--- src/rtl/cp0_pkg.sv ---
// CP0 shared definitions: register addresses, ExcCodes, Status masks and commit event kinds.
package cp0_pkg;

    localparam logic [7:0] ADDR_BADVADDR = {5'd8,  3'd0};
    localparam logic [7:0] ADDR_COUNT    = {5'd9,  3'd0};
    localparam logic [7:0] ADDR_COMPARE  = {5'd11, 3'd0};
    localparam logic [7:0] ADDR_STATUS   = {5'd12, 3'd0};
    localparam logic [7:0] ADDR_CAUSE    = {5'd13, 3'd0};
    localparam logic [7:0] ADDR_EPC      = {5'd14, 3'd0};

    localparam logic [4:0] EXC_INT  = 5'd0;
    localparam logic [4:0] EXC_ADEL = 5'd4;
    localparam logic [4:0] EXC_ADES = 5'd5;
    localparam logic [4:0] EXC_SYS  = 5'd8;
    localparam logic [4:0] EXC_BP   = 5'd9;
    localparam logic [4:0] EXC_RI   = 5'd10;
    localparam logic [4:0] EXC_OV   = 5'd12;

    // IM[15:8], EXL[1], IE[0] are writable; BEV (bit 22) is hard-wired to 1.
    localparam logic [31:0] STATUS_WMASK = 32'h0000_FF03;
    localparam logic [31:0] STATUS_RESET = 32'h0040_0000;

    typedef enum logic [2:0] {
        EV_NONE,
        EV_INT,
        EV_EXC,
        EV_ERET,
        EV_MTC0
    } cp0_event_e;

    function automatic logic [31:0] restart_pc(input logic bd, input logic [31:0] pc);
        return bd ? pc - 32'd4 : pc;
    endfunction

endpackage

--- src/rtl/cp0_regfile_if.sv ---
// Writeback-stage commit bus between the pipeline (master) and CP0 (slave).
interface cp0_regfile_if;
    logic        wb_valid;
    logic        mtc0;
    logic [7:0]  cp0_addr;
    logic [31:0] cp0_wdata;
    logic [31:0] cp0_rdata;
    logic        exc_req;
    logic [4:0]  exc_code;
    logic        exc_bd;
    logic [31:0] exc_pc;
    logic        badv_wen;
    logic [31:0] badv_addr;
    logic        eret;
    logic        flush;
    logic [31:0] flush_pc;

    modport master (
        output wb_valid, mtc0, cp0_addr, cp0_wdata, exc_req, exc_code, exc_bd,
               exc_pc, badv_wen, badv_addr, eret,
        input  cp0_rdata, flush, flush_pc
    );

    modport slave (
        input  wb_valid, mtc0, cp0_addr, cp0_wdata, exc_req, exc_code, exc_bd,
               exc_pc, badv_wen, badv_addr, eret,
        output cp0_rdata, flush, flush_pc
    );
endinterface

--- src/rtl/cp0_timer.sv ---
// CP0 Count/Compare timer: prescaled Count, Compare match raises TI until Compare is rewritten.
module cp0_timer #(
    parameter int unsigned COUNT_DIV = 2
) (
    input  logic        clk,
    input  logic        resetn,
    input  logic        count_wen,
    input  logic        compare_wen,
    input  logic [31:0] wdata,
    output logic [31:0] count,
    output logic [31:0] compare,
    output logic        ti
);

    logic        presc;
    logic        tick;
    logic [31:0] count_inc;

    assign tick      = (presc == 1'(COUNT_DIV - 1));
    assign count_inc = count + 32'd1;

    always_ff @(posedge clk) begin
        if (!resetn) begin
            presc   <= 1'b0;
            count   <= '0;
            compare <= '0;
            ti      <= 1'b0;
        end else begin
            if (count_wen) begin
                count <= wdata;
                presc <= 1'b0;
            end else if (tick) begin
                count <= count_inc;
                presc <= 1'b0;
            end else begin
                presc <= presc + 1'b1;
            end

            // Compare write acknowledges the timer even if a match lands in the same cycle.
            if (compare_wen) begin
                compare <= wdata;
                ti      <= 1'b0;
            end else if (!count_wen && tick && (count_inc == compare)) begin
                ti <= 1'b1;
            end
        end
    end

endmodule

--- src/rtl/cp0_regfile.sv ---
// MIPS32 CP0 register file and WB-stage exception controller.
// Optional Count/Compare timer is built only when CP0_TIMER_EN is defined.
module cp0_regfile
    import cp0_pkg::*;
#(
    parameter int unsigned NUM_HW_INT = 6,
    parameter int unsigned COUNT_DIV  = 2,
    parameter logic [31:0] EXC_VECTOR = 32'hBFC0_0380
) (
    input  logic                  clk,
    input  logic                  resetn,
    cp0_regfile_if.slave          bus,
    input  logic [NUM_HW_INT-1:0] ext_int,
    output logic                  int_pending,
    output logic [31:0]           status_o,
    output logic [31:0]           cause_o,
    output logic [31:0]           epc_o
);

    logic [31:0] status_q;
    logic        cause_bd_q;
    logic [1:0]  ip_sw_q;
    logic [5:0]  ip_hw_q;
    logic [4:0]  exc_code_q;
    logic [31:0] epc_q;
    logic [31:0] badv_q;

    logic [5:0]  ext_pad;
    logic [7:0]  cause_ip;
    logic [31:0] count_val;
    logic [31:0] compare_val;
    logic        ti;
    cp0_event_e  ev;

    always_comb begin
        ext_pad = '0;
        ext_pad[NUM_HW_INT-1:0] = ext_int;
    end

`ifdef CP0_TIMER_EN
    logic count_wen;
    logic compare_wen;

    assign count_wen   = (ev == EV_MTC0) && (bus.cp0_addr == ADDR_COUNT);
    assign compare_wen = (ev == EV_MTC0) && (bus.cp0_addr == ADDR_COMPARE);

    cp0_timer #(
        .COUNT_DIV (COUNT_DIV)
    ) u_timer (
        .clk         (clk),
        .resetn      (resetn),
        .count_wen   (count_wen),
        .compare_wen (compare_wen),
        .wdata       (bus.cp0_wdata),
        .count       (count_val),
        .compare     (compare_val),
        .ti          (ti)
    );
`else
    assign count_val   = '0;
    assign compare_val = '0;
    assign ti          = 1'b0;
`endif

    assign cause_ip    = {ip_hw_q[5] | ti, ip_hw_q[4:0], ip_sw_q};
    assign status_o    = status_q;
    assign cause_o     = {cause_bd_q, ti, 14'd0, cause_ip, 1'b0, exc_code_q, 2'b00};
    assign epc_o       = epc_q;
    assign int_pending = status_q[0] & ~status_q[1] & (|(status_q[15:8] & cause_ip));

    // Single winner per commit; reset suppresses every event.
    always_comb begin
        ev = EV_NONE;
        if (resetn && bus.wb_valid) begin
            if (int_pending)       ev = EV_INT;
            else if (bus.exc_req)  ev = EV_EXC;
            else if (bus.eret)     ev = EV_ERET;
            else if (bus.mtc0)     ev = EV_MTC0;
        end
    end

    always_comb begin
        bus.flush    = 1'b0;
        bus.flush_pc = '0;
        unique case (ev)
            EV_INT, EV_EXC: begin
                bus.flush    = 1'b1;
                bus.flush_pc = EXC_VECTOR;
            end
            EV_ERET: begin
                bus.flush    = 1'b1;
                bus.flush_pc = epc_q;
            end
            default: ;
        endcase
    end

    always_comb begin
        bus.cp0_rdata = '0;
        unique case (bus.cp0_addr)
            ADDR_BADVADDR: bus.cp0_rdata = badv_q;
            ADDR_COUNT:    bus.cp0_rdata = count_val;
            ADDR_COMPARE:  bus.cp0_rdata = compare_val;
            ADDR_STATUS:   bus.cp0_rdata = status_q;
            ADDR_CAUSE:    bus.cp0_rdata = cause_o;
            ADDR_EPC:      bus.cp0_rdata = epc_q;
            default:       bus.cp0_rdata = '0;
        endcase
    end

    always_ff @(posedge clk) begin
        if (!resetn) begin
            status_q   <= STATUS_RESET;
            cause_bd_q <= 1'b0;
            ip_sw_q    <= '0;
            ip_hw_q    <= '0;
            exc_code_q <= '0;
            epc_q      <= '0;
            badv_q     <= '0;
        end else begin
            ip_hw_q <= ext_pad;
            unique case (ev)
                EV_INT, EV_EXC: begin
                    exc_code_q  <= (ev == EV_INT) ? EXC_INT : bus.exc_code;
                    status_q[1] <= 1'b1;
                    // A nested exception must not clobber the outer restart point.
                    if (!status_q[1]) begin
                        epc_q      <= restart_pc(bus.exc_bd, bus.exc_pc);
                        cause_bd_q <= bus.exc_bd;
                    end
                    if (ev == EV_EXC && bus.badv_wen)
                        badv_q <= bus.badv_addr;
                end
                EV_ERET: status_q[1] <= 1'b0;
                EV_MTC0: begin
                    unique case (bus.cp0_addr)
                        ADDR_STATUS: status_q <= (bus.cp0_wdata & STATUS_WMASK)
                                               | (status_q & ~STATUS_WMASK);
                        ADDR_CAUSE:  ip_sw_q  <= bus.cp0_wdata[9:8];
                        ADDR_EPC:    epc_q    <= bus.cp0_wdata;
                        default: ;
                    endcase
                end
                default: ;
            endcase
        end
    end

endmodule

--- src/flat_wrapper.sv ---
// flat-port wrapper written by rule: the top's interface ports become plain ports
module cp0_regfile_flat import cp0_pkg::*;
#(
    parameter int unsigned NUM_HW_INT = 6,
    parameter int unsigned COUNT_DIV  = 2,
    parameter logic [31:0] EXC_VECTOR = 32'hBFC0_0380
)
  (clk, resetn, ext_int, int_pending, status_o, cause_o, epc_o, bus_wb_valid, bus_mtc0, bus_cp0_addr, bus_cp0_wdata, bus_exc_req, bus_exc_code, bus_exc_bd, bus_exc_pc, bus_badv_wen, bus_badv_addr, bus_eret, bus_cp0_rdata, bus_flush, bus_flush_pc);
  cp0_regfile_if bus_i ();
  input  logic clk;
  input  logic resetn;
  input  logic [NUM_HW_INT-1:0] ext_int;
  output logic int_pending;
  output logic [31:0] status_o;
  output logic [31:0] cause_o;
  output logic [31:0] epc_o;
  input wire logic [$bits(bus_i.wb_valid)-1:0] bus_wb_valid;
  input wire logic [$bits(bus_i.mtc0)-1:0] bus_mtc0;
  input wire logic [$bits(bus_i.cp0_addr)-1:0] bus_cp0_addr;
  input wire logic [$bits(bus_i.cp0_wdata)-1:0] bus_cp0_wdata;
  input wire logic [$bits(bus_i.exc_req)-1:0] bus_exc_req;
  input wire logic [$bits(bus_i.exc_code)-1:0] bus_exc_code;
  input wire logic [$bits(bus_i.exc_bd)-1:0] bus_exc_bd;
  input wire logic [$bits(bus_i.exc_pc)-1:0] bus_exc_pc;
  input wire logic [$bits(bus_i.badv_wen)-1:0] bus_badv_wen;
  input wire logic [$bits(bus_i.badv_addr)-1:0] bus_badv_addr;
  input wire logic [$bits(bus_i.eret)-1:0] bus_eret;
  output wire logic [$bits(bus_i.cp0_rdata)-1:0] bus_cp0_rdata;
  output wire logic [$bits(bus_i.flush)-1:0] bus_flush;
  output wire logic [$bits(bus_i.flush_pc)-1:0] bus_flush_pc;
  assign bus_i.wb_valid = bus_wb_valid;
  assign bus_i.mtc0 = bus_mtc0;
  assign bus_i.cp0_addr = bus_cp0_addr;
  assign bus_i.cp0_wdata = bus_cp0_wdata;
  assign bus_i.exc_req = bus_exc_req;
  assign bus_i.exc_code = bus_exc_code;
  assign bus_i.exc_bd = bus_exc_bd;
  assign bus_i.exc_pc = bus_exc_pc;
  assign bus_i.badv_wen = bus_badv_wen;
  assign bus_i.badv_addr = bus_badv_addr;
  assign bus_i.eret = bus_eret;
  assign bus_cp0_rdata = bus_i.cp0_rdata;
  assign bus_flush = bus_i.flush;
  assign bus_flush_pc = bus_i.flush_pc;
  cp0_regfile #(.NUM_HW_INT(NUM_HW_INT), .COUNT_DIV(COUNT_DIV), .EXC_VECTOR(EXC_VECTOR)) u_core (.clk(clk), .resetn(resetn), .bus(bus_i), .ext_int(ext_int), .int_pending(int_pending), .status_o(status_o), .cause_o(cause_o), .epc_o(epc_o));
endmodule
--- config.mk ---
export PLATFORM = sky130hd
export DESIGN_NAME = cp0_regfile_flat
export DESIGN_NICKNAME = d
export VERILOG_FILES = /design/src/rtl/cp0_pkg.sv /design/src/rtl/cp0_regfile_if.sv /design/src/rtl/cp0_timer.sv /design/src/rtl/cp0_regfile.sv /design/src/flat_wrapper.sv
export SDC_FILE = /design/constraint.sdc
export NUM_CORES = 1
export LEC_CHECK = 0
export BUFFER_PORTS_ARGS = -buffer_cell sky130_fd_sc_hd__buf_4
export CORE_MARGIN = 3
export CORE_UTILIZATION = 42
export CTS_BUF_LIST = sky130_fd_sc_hd__clkbuf_8
export CTS_CLUSTER_SIZE = 28
export DETAILED_ROUTE_END_ITERATION = 8
export GPL_TIMING_DRIVEN = 0
export PLACE_DENSITY_LB_ADDON = 0.08
export SETUP_SLACK_MARGIN = 0.1
export SYNTH_ARGS = -nofsm -noshare
export SYNTH_HDL_FRONTEND = slang
export SYNTH_HIERARCHICAL = 1
export SYNTH_SLANG_ARGS = --single-unit
--- constraint.sdc ---
create_clock -name clk -period 3 [get_ports clk]
set_clock_uncertainty 0.2 [all_clocks]
set_input_delay 0.6 -clock clk [delete_from_list [all_inputs] [get_ports clk]]
set_output_delay 0.6 -clock clk [all_outputs]
set_load 0.01 [all_outputs]
## After elaboration in Yosys (flattened, before gate mapping)

Cells that the tools add are included.

| word-level totals | value |
|---|---|
| register bits | 110 |
| input bits | 123 |
| output and inout port bits | 162 |
| word-level logic and storage cells | 53 |

| operators by class | value |
|---|---|
| add/sub/neg operators | 1 |
| equal/unequal tests | 11 |
| multiplexer cells | 15 |
| bitwise gates (word level) | 5 |
| reductions and logical operators | 13 |

Operators with widths:

| cell | number |
|---|---|
| $pmux W32 S2 | 2 |
| $pmux W32 S4 | 1 |
| $mux W32 | 3 |
| $eq A8 B7 Y1 const B | 4 |
| $or A16 B32 Y32 | 1 |
| $sub A32 B3 Y32 const B | 1 |
| $mux W3 | 5 |
| $reduce_and A2 Y1 | 5 |
| $and A8 B8 Y8 | 1 |
| $reduce_or A8 Y1 | 1 |
| $eq A3 B2 Y1 const B | 2 |
| $mux W5 | 1 |
| $ne A2 B1 Y1 const B | 2 |
| $eq A3 B1 Y1 const B | 1 |
| $eq A3 B3 Y1 const B | 1 |
| $pmux W1 S3 | 1 |
| $reduce_and A3 Y1 | 1 |
| $reduce_bool A3 Y1 | 1 |
| $reduce_or A3 Y1 | 1 |
| $and A1 B1 Y1 | 2 |
| $logic_and A1 B1 Y1 | 2 |
| $mux W2 | 1 |
| $ne A2 B2 Y1 const B | 1 |
| $reduce_bool A2 Y1 | 1 |
| 3 further kinds | 3 |

## Longest topological paths before layout

Gate-level depths: netlist of run 1.

| logic depth | value |
|---|---|
| word-level depth | 9 |
| gate-level depth with buffers | 8 |
| mapped depth without buffers | 7 |

## Least setup slack after synthesis of run 1

OpenSTA, ideal clock, no wires.

| path | value |
|---|---|
| path type | input-to-output |
| from | input port bus_cp0_addr[2] |
| to | output port bus_cp0_rdata[19] |
| arrival time | 2241 ps |
| required time | 2200 ps |
| path slack | -41 ps |
| cell stages on the path | 6 |
| path buffers | 2 |
| cell sequence | or4b_1 or3_1 nor2_1 buf_2 buf_2 a22o_1 |

| between the ends | value |
|---|---|
| word-level cells in the longest chain between the ends | 2 |
| elaborated cells between the ends (all ways) | 5 |
| classes of those cells | eq/ne: 4; mux: 1 |

RTL lines:

| element | RTL line | RTL |
|---|---|---|
| start: declaration | flat_wrapper.sv:19 | `input wire logic [$bits(bus_i.cp0_addr)-1:0] bus_cp0_addr;` |
| $eq A8 B7 Y1 | cp0_regfile.sv:100 | `unique case (bus.cp0_addr)` |
| $pmux W32 S4 (*) | cp0_regfile.sv:100 |  |
| end: declaration | flat_wrapper.sv:28 | `output wire logic [$bits(bus_i.cp0_rdata)-1:0] bus_cp0_rdata;` |

Every way passes the cells marked *; elsewhere a longest branch is shown, timed or not.

## Worst setup path in the final report of run 1

| path | value |
|---|---|
| from | register u_core.status_q[13], in the netlist u_core/status_o[13] |
| to | output port bus_flush_pc[26] |

| between the ends | value |
|---|---|
| word-level cells in the longest chain between the ends | 8 |
| elaborated cells between the ends (all ways) | 10 |
| classes of those cells | eq/ne: 3; mux: 3; bitwise: 2; reduce/logical: 2 |

RTL lines:

| element | RTL line | RTL |
|---|---|---|
| start: declaration | cp0_regfile.sv:20 | `logic [31:0] status_q;` |
| start signal: assignment | cp0_regfile.sv:137 | `ADDR_STATUS: status_q <= (bus.cp0_wdata & STATUS_WMASK)` |
| $and A8 B8 Y8 (*) | cp0_regfile.sv:69 | `assign int_pending = status_q[0] & ~status_q[1] & (\|(status_q[15:8] & cause_ip));` |
| $reduce_or A8 Y1 (*) | cp0_regfile.sv:69 |  |
| $and A1 B1 Y1 (*) | cp0_regfile.sv:69 |  |
| $mux W3 (*) | cp0_regfile.sv:75 | `if (int_pending) ev = EV_INT;` |
| $mux W3 (*) | cp0_regfile.sv:74 | `if (resetn && bus.wb_valid) begin` |
| $eq A3 B2 Y1 or $eq A3 B1 Y1 (tied branches) | cp0_regfile.sv:85 | `unique case (ev)` |
| $reduce_or A2 Y1 | cp0_regfile.sv:85 |  |
| $pmux W32 S2 (*) | cp0_regfile.sv:85 |  |
| end: declaration | flat_wrapper.sv:30 | `output wire logic [$bits(bus_i.flush_pc)-1:0] bus_flush_pc;` |

Marks and branches as above.

==> results of run 1 <==
-- final timing paths --
kind                  startpoint                  end  slack [ns]  cells past startpoint
max reg2reg  u_core/status_o[13]     u_core/epc_o[28]        0.18                     13
max          u_core/status_o[13]     bus_flush_pc[26]       -0.28                     10
min reg2reg  u_core/status_o[15]  u_core/status_o[15]        0.30                      2
min                   ext_int[1]    u_core/ip_hw_q[1]        0.24                      2
-- timing repair --
action,4_1_cts,5_1_grt
cloned,4,3
setup endpoints to repair,65,97
resized for setup,117,75
pin swaps,33,21
buffers inserted,21,14
-- worst reg2reg max path, stage by stage (launching register included) --
cell	delay, ns
dfxtp_4	0.37
a22o_4	0.27
o41ai_4	0.38
inv_2	0.10
buf_4	0.15
buf_6	0.10
buf_6	0.10
buf_6	0.10
buf_6	0.11
o31ai_4	0.28
buf_6	0.20
buf_4	0.15
nand3_1	0.08
o311ai_0	0.12
-- cell usage in the layout (no fill, tap or decap), drive strengths merged, types with 2 or more instances in the layout --
cell / n
a21oi: 20
a221o: 3
a222oi: 8
a22o: 22
a22oi: 8
and2: 27
buf: 338
bufinv: 2
clkbuf: 31
clkinvlp: 3
conb: 40
dfxtp: 88
inv: 12
mux2i: 46
nand2: 72
nand2b: 4
nand3: 46
nand3b: 3
nand4: 3
nand4b: 5
nor2: 51
nor2b: 2
nor3: 22
nor4: 14
nor4b: 2
o211ai: 5
o21ai: 42
o311ai: 5
o31a: 9
or2: 3
or3: 2
xnor2: 18
-- power by group through the flow --
stage | sequential [mW] | combinational, mW | clock, mW
after floorplan | 1.27 | 0.218 | 0
after global placement | 1.28 | 0.481 | 0
after detailed placement | 1.28 | 0.487 | 0
after CTS | 1.26 | 0.513 | 0.949
after global routing | 1.26 | 0.586 | 0.997
final | 1.26 | 0.547 | 0.949
-- sequential cells by signal (all words and copies together) (netlist names) --
register / flops
u_core/epc_o: 32
u_core/badv_q: 32
u_core/ip_sw_q: 2
u_core/ip_hw_q: 6
u_core/status_o: 10
u_core/cause_bd_q: 1
u_core/exc_code_q: 5
-- per-stage QoR --
stage               worst slack (ns)  hold WS (ns)  cell area [sq um]  total power, mW  setup TNS [ns]
floorplan                      0.104         0.259               5350             1.49               0
global placement              -0.587         0.274               7370             1.76          -15.59
detailed placement            -0.603         0.281               7370             1.77          -18.54
CTS                           -0.254         0.226               8210             2.72           -9.17
global route                  -0.344         0.236               8550             2.85          -13.08
finish                        -0.283         0.235               8550             2.76          -10.06
-- routing by layer --
metal  part of all wire (%)  vias to the layer above  global-route usage (%)
met5                      0                        -                       0
met4                    2.7                        0                    10.8
met3                    9.1                       50                    3.50
met2                     50                      424                    53.0
met1                     39                     2962                    39.3
li1                       -                     2855                       -
-- cell type report --
| cell class | instances | share of cell area (%) |
|---|---|---|
| multi-input combinational | 495 | 38.0 |
| timing repair buffer | 278 | 28.3 |
| sequential | 88 | 20.7 |
| buffer | 81 | 7.41 |
| tap | 164 | 2.40 |
| clock buffer | 10 | 1.61 |
| clock inverter | 6 | 1.07 |
| inverter | 11 | 0.483 |
-- cells by family (layout without fill, tap and decap cells) --
family                   after synthesis  after routing  synth area share, %
other                                  2             40                0.145
adder cells (fa/ha/maj)                1              1                0.241
flip-flops                            88             88                 34.0
AND/OR/NAND/NOR                      260            260                 25.7
AO/OA/AOI/OAI                        129            129                 17.6
multiplexers                          46             46                 8.88
buffers and inverters                 92            386                 10.3
XOR/XNOR                              19             19                 3.21
==> flow_metrics.tcl, run 1 <==
set metrics [dict create \
    avgRoutedWirePerCell_microns 19.9 \
    crit_chain "a22o_4 -> o41ai_4 -> inv_2 -> buf_8 -> nor4b_4 -> buf_6 -> clkbuf_16 -> nand2_2 -> nand2_2 -> buf_6" \
    ys_seq_elements 88 \
    fin_crit_ns 3.28 \
    h-tree-depth 3 \
    synth_area_leader_cell "dfxtp_1" \
    critPathCaptureType "output port" \
    cp_top_family "buffers and inverters" \
    synthArstFlopShare_pct 0 \
    p_seq_share_pct 45.8 \
    clkPwrFrac_pct 34.4 \
    crit_type "reg -> out" \
    fin_crit_sh_pct 109 \
    syn2layout_area_growth_pct 64.8 \
    drive_above_1_share_pct 45.3 \
    routed_wl_microns 22600 \
    fin_util_pct 72.7 \
    num_rows 39 \
    violations "negative setup slack" \
    synth.area.top_cells "dfxtp_1 (34%), mux2i_1 (8.9%), buf_4 (6.7%)" \
    drtPass1Iterations 7 \
    numCtsBuffers 9 \
    grt_usage_pct 30.5 \
    ys_types 50 \
    avgViaCountPerCell 5.55 \
    max_slew_margin_pct 57.8 \
    clk-insertion-delay-late_ns 0.37 \
    syn-cell-area_sq_um 5190 \
    clk_path_buf_depth 2 \
    power_density_nw_per_um2 323 \
    cts_root_buf "clkbuf_8" \
    holdBufCountCts 0 \
    ir_worst_vdd_uv 205 \
    grt_overflow 0 \
    p_int_mw 1.99 \
    gp_congestion 0.916 \
    seq_area_frac_synth_pct 34.0 \
    synth-main-ff-cell "dfxtp_1" \
    crit_path_max_incr_delay_ns 0.37 \
    diodes 0 \
    cp_data_arrival_time_ns 2.48 \
    dieArea_sq_um 13700 \
    synth_area_per_cell_sq_um 8.14 \
    setup_viol 59 \
    grt_pass1_vias 5753 \
    outcome "finished with violations" \
    io_buffers 242 \
    power.net_switching_mw 0.768 \
    clkTransAtPathRegs_ns 0.09 \
    synth_cells 637 \
    comb_power_share_pct 19.8 \
    io_pins 285 \
    start_kind "flip-flop" \
    dp_hpwl_microns 16800 \
    ant_nets 0 \
    p_leak_nw 3.95 \
    grt_pass1_wl_microns 31900 \
    rsz0062_at_grt "yes" \
    synth_commonest_cells "dfxtp_1 (88), nand2_1 (72), nor2_1 (49)" \
    finalWorstSetupSlack_ns -0.283 \
    vias 6291 \
    maxCapViolations 0 \
    hold_viol 0 \
    final_cell_count_no_fill 1133 \
    synth_warnings 6 \
    start_util_pct 44.1 \
    place_inst 1081 \
    cp_slowest_cell "dfxtp_4" \
    seqCellArea_sq_um 1770 \
    fin_nets 1088 \
    worst_pin_slew_ns 0.627 \
    drc 0 \
    antenna_found_initial 0 \
    cts_tree "built" \
    hold_class "in -> reg" \
    multi_input_area_sq_um 3250 \
    fp.dieH_microns 117 \
    report.final.slew_viol_count 0 \
    clock.fmax_mhz 305 \
    grt_max_degree 16 \
    nFillCells 905 \
    cp.buffers_inverters 5 \
    crit_required_ns 2.20 \
    synth_edf_count 0 \
    die_x_microns 117 \
    synth.most_common_cell "dfxtp_1" \
    core_area_sq_um 11800 \
    synth_top_area_share_pct 34.0 \
    cts_sinks 88 \
    p_sw_share_pct 27.9 \
    cp_max_fo 6 \
    drtIter0Drc 735 \
]
Power figures use the tool's default switching activity.
==> run 2, diff against run 1 <==
--- a/config.mk
+++ b/config.mk
@@ -6,8 +6,10 @@
 export NUM_CORES = 1
 export LEC_CHECK = 0
 export BUFFER_PORTS_ARGS = -buffer_cell sky130_fd_sc_hd__buf_4
+export CELL_PAD_IN_SITES_DETAIL_PLACEMENT = 0
+export CELL_PAD_IN_SITES_GLOBAL_PLACEMENT = 1
 export CORE_MARGIN = 3
-export CORE_UTILIZATION = 42
+export CORE_UTILIZATION = 29
 export CTS_BUF_LIST = sky130_fd_sc_hd__clkbuf_8
 export CTS_CLUSTER_SIZE = 28
 export DETAILED_ROUTE_END_ITERATION = 8
==> run 2 against run 1 <==
Compared with the run above: the flow still finishes with violations (negative setup slack); design area is 0.66% higher; die area increased by 42%; largest cell class unchanged; final cell count is 5.5% higher; wire length is 5.0% higher; power decreased by 4.4%; count of clock-buffer cells in the layout is the same; global-route usage decreased by 7.7 points; worst setup slack worse by 0.037 ns.
==> flow_metrics.tcl, run 2 (same netlist as run 1, synthesis figures left out) <==
set metrics [dict create \
    start_kind "flip-flop" \
    fin_crit_sh_pct 111 \
    hold-worst-slack_ns 0.249 \
    report.final.slew_viol_count 0 \
    worst_pin_slew_ns 0.744 \
    numCtsBuffers 9 \
    cp_max_fo 5 \
    critPathCaptureType "output port" \
    holdPathStages 2 \
    io_buffers 242 \
    dieArea_sq_um 19500 \
    hold_viol 0 \
    io_pins 285 \
    avgRoutedWirePerCell_microns 19.9 \
    num_rows 48 \
    cp.depth 10 \
    ff2ff_path_depth 14 \
    violations "negative setup slack" \
    antenna_found_initial 0 \
    avgViaCountPerCell 4.97 \
    drtIter0Drc 421 \
    hold_class "in -> reg" \
    drc 0 \
    hold_start "ext_int[2]" \
    ir_worst_vdd_uv 156 \
    r2r_start "u_core/status_o[10]" \
    cp_slowest_cell "o41ai_4" \
    grt_overflow 0 \
    grt_usage_pct 22.9 \
    cts_root_buf "clkbuf_8" \
    routed_wl_microns 23700 \
    place_inst 1142 \
    syn2layout_area_growth_pct 65.9 \
    crit_start "u_core/status_o[10]" \
    h-tree-depth 3 \
    fin_nets 1089 \
    grt_pass1_wl_microns 34500 \
    ant_nets 0 \
    clk_path_buf_depth 2 \
    drive_above_1_share_pct 44.7 \
    cts_sinks 88 \
    drtPass1Iterations 6 \
    die_x_microns 140 \
    crit_path_max_incr_delay_ns 0.43 \
    clock.fmax_mhz 301 \
    max_slew_margin_pct 50.0 \
    maxCapViolations 0 \
    cp_top_family "buffers and inverters" \
    setup_viol 92 \
    grt_pass1_vias 5847 \
    power_density_nw_per_um2 306 \
    grt_max_degree 15 \
    final_cell_count_no_fill 1195 \
    final_cell_mix "buf_4 (255), dfxtp_1 (82), buf_6 (68), nor2_1 (48), nand2_1 (47)" \
    fin_crit_ns 3.32 \
    dp_hpwl_microns 18500 \
    crit_type "reg -> out" \
    fp.dieH_microns 140 \
    finalWorstSetupSlack_ns -0.320 \
    dp_worst_setup_slack_ns -0.702 \
    cp_data_arrival_time_ns 2.52 \
    crit_required_ns 2.20 \
    clk-insertion-delay-late_ns 0.35 \
    fin_total_pwr_mw 2.64 \
    holdBufCountCts 0 \
    final_common_cell "buf_4" \
    p_leak_nw 4.00 \
    fin_util_pct 49.4 \
    gp_congestion 0.869 \
    outcome "finished with violations" \
    rsz0062_at_grt "yes" \
    diodes 0 \
    clkTransAtPathRegs_ns 0.09 \
    core_area_sq_um 17400 \
    crit_chain "a22o_1 -> o41ai_4 -> inv_2 -> buf_8 -> nor4b_4 -> buf_6 -> buf_12 -> buf_8 -> and2_4 -> buf_6" \
    vias 5943 \
    start_util_pct 29.8 \
    cp.buffers_inverters 6 \
    cts_tree "built" \
]
==> run 2: cell count changes in the layout (fill, tap and decap cells not counted), sizes merged <==
cell,change
buf,+2
bufinv,-1
clkbuf,-1
clkinv,+3
clkinvlp,-2
==> run 2: what timing repair did <==
action,CTS,global route
resized for setup,138,50
setup endpoints to repair,65,97
setup buffers,27,7
gates cloned,6,0
pin swaps,40,15
==> run 2: metrics by stage <==
| step | cell area [sq um] | TNS (ns) |
|---|---|---|
| after floorplan | 5350 | 0 |
| after CTS | 8440 | -17.45 |
| after detailed placement | 7450 | -22.00 |
| after global placement | 7450 | -20.05 |
| after global routing | 8600 | -23.60 |
| final | 8600 | -16.79 |
==> run 2: final timing paths <==
check	end	slack, ns
worst max-delay path	bus_flush_pc[20]	-0.32
worst min-delay path	u_core/ip_hw_q[2]	0.25
worst max register to register	u_core/epc_o[17]	-0.20
worst min register to register	u_core/status_o[15]	0.29
==> run 2: area by class of cell <==
cell class,instances,area [sq um]
plain buffers,81,597
clock buffers,10,138
clock inverters,6,60.1
fillers,1753,8810
inverters,11,41.3
multi-input cells,495,3270
flip-flops and latches,88,1770
well taps,225,282
repair buffers,279,2440
==> run 2: per-layer routing <==
metal,global-route usage [%],routed length (microns),vias up
met5,0,0,-
met4,7.70,578,0
met3,3.40,1680,29
met2,38.5,11600,277
met1,29.9,9910,2777
li1,-,-,2860
==> run 2: power by group <==
part,total (mW),internal (mW),switching [mW]
Combinational,0.533,0.280,0.254
Sequential,1.26,1.21,0.0575
Clock,0.839,0.404,0.435
==> run 3, diff against run 2 <==
==> constraint.sdc (replaced) <==
create_clock -name clk -period 3 [get_ports clk]
set_clock_uncertainty 0.2 [all_clocks]
set_input_delay 0.15 -clock clk [delete_from_list [all_inputs] [get_ports clk]]
set_output_delay 0.15 -clock clk [all_outputs]
set_load 0.01 [all_outputs]
==> run 3 against run 2 <==
Compared with the run above: first-iteration DRC count up 21%; die area did not move; utilization rose by 1.8 points; sequential cell count did not move; the run now ends clean; critical path type unchanged; wire length decreased by 0.99%; final cell count increased by 5.1%; via count is 3.0% higher; count of clock-buffer cells in the layout down 1.
==> flow_metrics.tcl, run 3 (same netlist as run 1, synthesis figures left out) <==
set metrics [dict create \
    outcome "complete, no violations" \
    tns_ns 0 \
    ant_nets 0 \
    cts_sinks 88 \
    met2_length_microns 11500 \
    hold_class "in -> reg" \
    num_rows 48 \
    dieArea_sq_um 19500 \
    core_area_sq_um 17400 \
    grt_usage_pct 22.6 \
    syn2layout_area_growth_pct 71.9 \
    p_sw_share_pct 27.4 \
    crit_path_max_incr_delay_ns 0.41 \
    met1_length_microns 10000 \
    h-tree-depth 3 \
    fin_crit_sh_pct 95.6 \
    drtPass1Iterations 5 \
    diodes 0 \
    fp.dieH_microns 140 \
    setup_viol 0 \
    comb_power_share_pct 22.0 \
    finalWorstSetupSlack_ns 0.131 \
    io_buffers 242 \
    max_slew_margin_pct 39.4 \
    cp_slowest_cell "o41ai_4" \
    final_area_sq_um 8910 \
    maxCapViolations 0 \
    vias 6124 \
    topRoutingLayerUsed "met4" \
    place_area_sq_um 7430 \
    gp_congestion 0.863 \
    cts_root_buf "clkbuf_8" \
    start_util_pct 29.8 \
    die_x_microns 140 \
    crit_required_ns 2.65 \
    start_kind "flip-flop" \
    clkTransAtPathRegs_ns 0.09 \
    antenna_found_initial 0 \
    crit_chain "a22o_1 -> o41ai_4 -> inv_2 -> buf_12 -> nor4b_4 -> buf_6 -> clkbuf_16 -> and2_4 -> buf_6" \
    critPathCaptureType "output port" \
    p_int_mw 2.02 \
    power.net_switching_mw 0.765 \
    power_density_nw_per_um2 313 \
    drive_above_1_share_pct 36.8 \
    cp_data_arrival_time_ns 2.52 \
    final_common_cell "buf_4" \
    crit_type "reg -> out" \
    drc 0 \
    ir_worst_vdd_uv 264 \
    final_cell_mix "buf_4 (264), dlygate4sd3_1 (87), dfxtp_1 (86), nand2_1 (58), nor2_1 (49)" \
    hold_viol 0 \
    report.final.slew_viol_count 0 \
    cts_tree "built" \
    p_seq_share_pct 45.2 \
    dp_hpwl_microns 18400 \
    grt_pass1_vias 5962 \
    routed_wl_microns 23500 \
    cpMostUsedCell "buf_6" \
    clkPwrFrac_pct 32.8 \
    fin_nets 1150 \
    worst_pin_slew_ns 0.902 \
    dp_worst_setup_slack_ns 0.100 \
    avgRoutedWirePerCell_microns 18.7 \
    clock.fmax_mhz 348 \
    clk_path_buf_depth 2 \
    grt_max_degree 16 \
    io_pins 285 \
    grt_pass1_wl_microns 34800 \
    cp_max_fo 6 \
    avgViaCountPerCell 4.88 \
    route.met3.wl_microns 1640 \
    grt_overflow 0 \
    rsz0062_at_grt "yes" \
    clk-insertion-delay-late_ns 0.36 \
    drtIter0Drc 509 \
    p_leak_nw 4.02 \
    fin_crit_ns 2.87 \
    numCtsBuffers 9 \
]
==> run 3: changes by cell type in the layout (fill, tap and decap cells not counted), sizes merged <==
cell and change:
bufinv +1, dlygate4sd3 +87, clkinvlp +1, inv +1, buf -30, clkbuf +3, clkinv -2
==> run 3: power groups by stage <==
stage | sequential, mW | combinational, mW | clock (mW)
after floorplan | 1.27 | 0.217 | 0
after global placement | 1.29 | 0.488 | 0
after detailed placement | 1.29 | 0.492 | 0
after CTS | 1.26 | 0.591 | 0.935
after global routing | 1.27 | 0.661 | 0.981
final | 1.26 | 0.612 | 0.914
==> run 3: layer usage <==
metal / track usage [%] / up-vias
li1: - / 2971
met1: 29.5 / 2878
met2: 39.5 / 252
met3: 3.23 / 23
met4: 5.46 / 0
met5: 0 / -
==> run 3: cell type report <==
type,count,area (sq um)
multi-input combinational,495,3130
timing repair buffer,340,2930
inverter,11,41.3
clock buffer,9,124
tap,225,282
sequential,88,1770
buffer,81,541
fill,1713,8500
clock inverter,7,96.3
==> run 3: worst paths after layout <==
| check | startpoint | slack (ns) | depth (start not counted) | endpoint |
|---|---|---|---|---|
| min reg2reg | u_core/status_o[9] | 0.30 | 2 | u_core/status_o[9] |
| min | bus_exc_pc[14] | 0.007 | 4 | u_core/epc_o[14] |
| max | u_core/status_o[10] | 0.13 | 9 | bus_flush_pc[12] |
| max reg2reg | u_core/status_o[10] | 0.16 | 8 | u_core/epc_o[27] |
==> run 3: stage by stage <==
step	cells	hold WS, ns	util, %	total power, mW
final	1256	0.00735	51.2	2.79
after global routing	1256	0.0207	51.2	2.91
after CTS	1250	0.00110	49.3	2.79
after detailed placement	1142	0.164	42.6	1.78
after global placement	1142	0.160	42.6	1.77
after floorplan	675	0.0773	-	1.49
==> run 3: worst max-delay path: cells and delay by family, from the launching register on <==
family / cells / cell delay, ns
buf+inv: 5 / 0.72
compound gates: 2 / 0.68
simple gates: 2 / 0.38
flops: 1 / 0.36
==> run 3: what timing repair did <==
| action | CTS | global route |
|---|---|---|
| cloned | 1 | 2 |
| pin swaps | 2 | 3 |
| hold endpoints to repair | 87 | 0 |
| hold buffers | 87 | 0 |
| setup endpoints to repair | 32 | 38 |
| setup buffers | 4 | 4 |
| resized for setup | 11 | 78 |
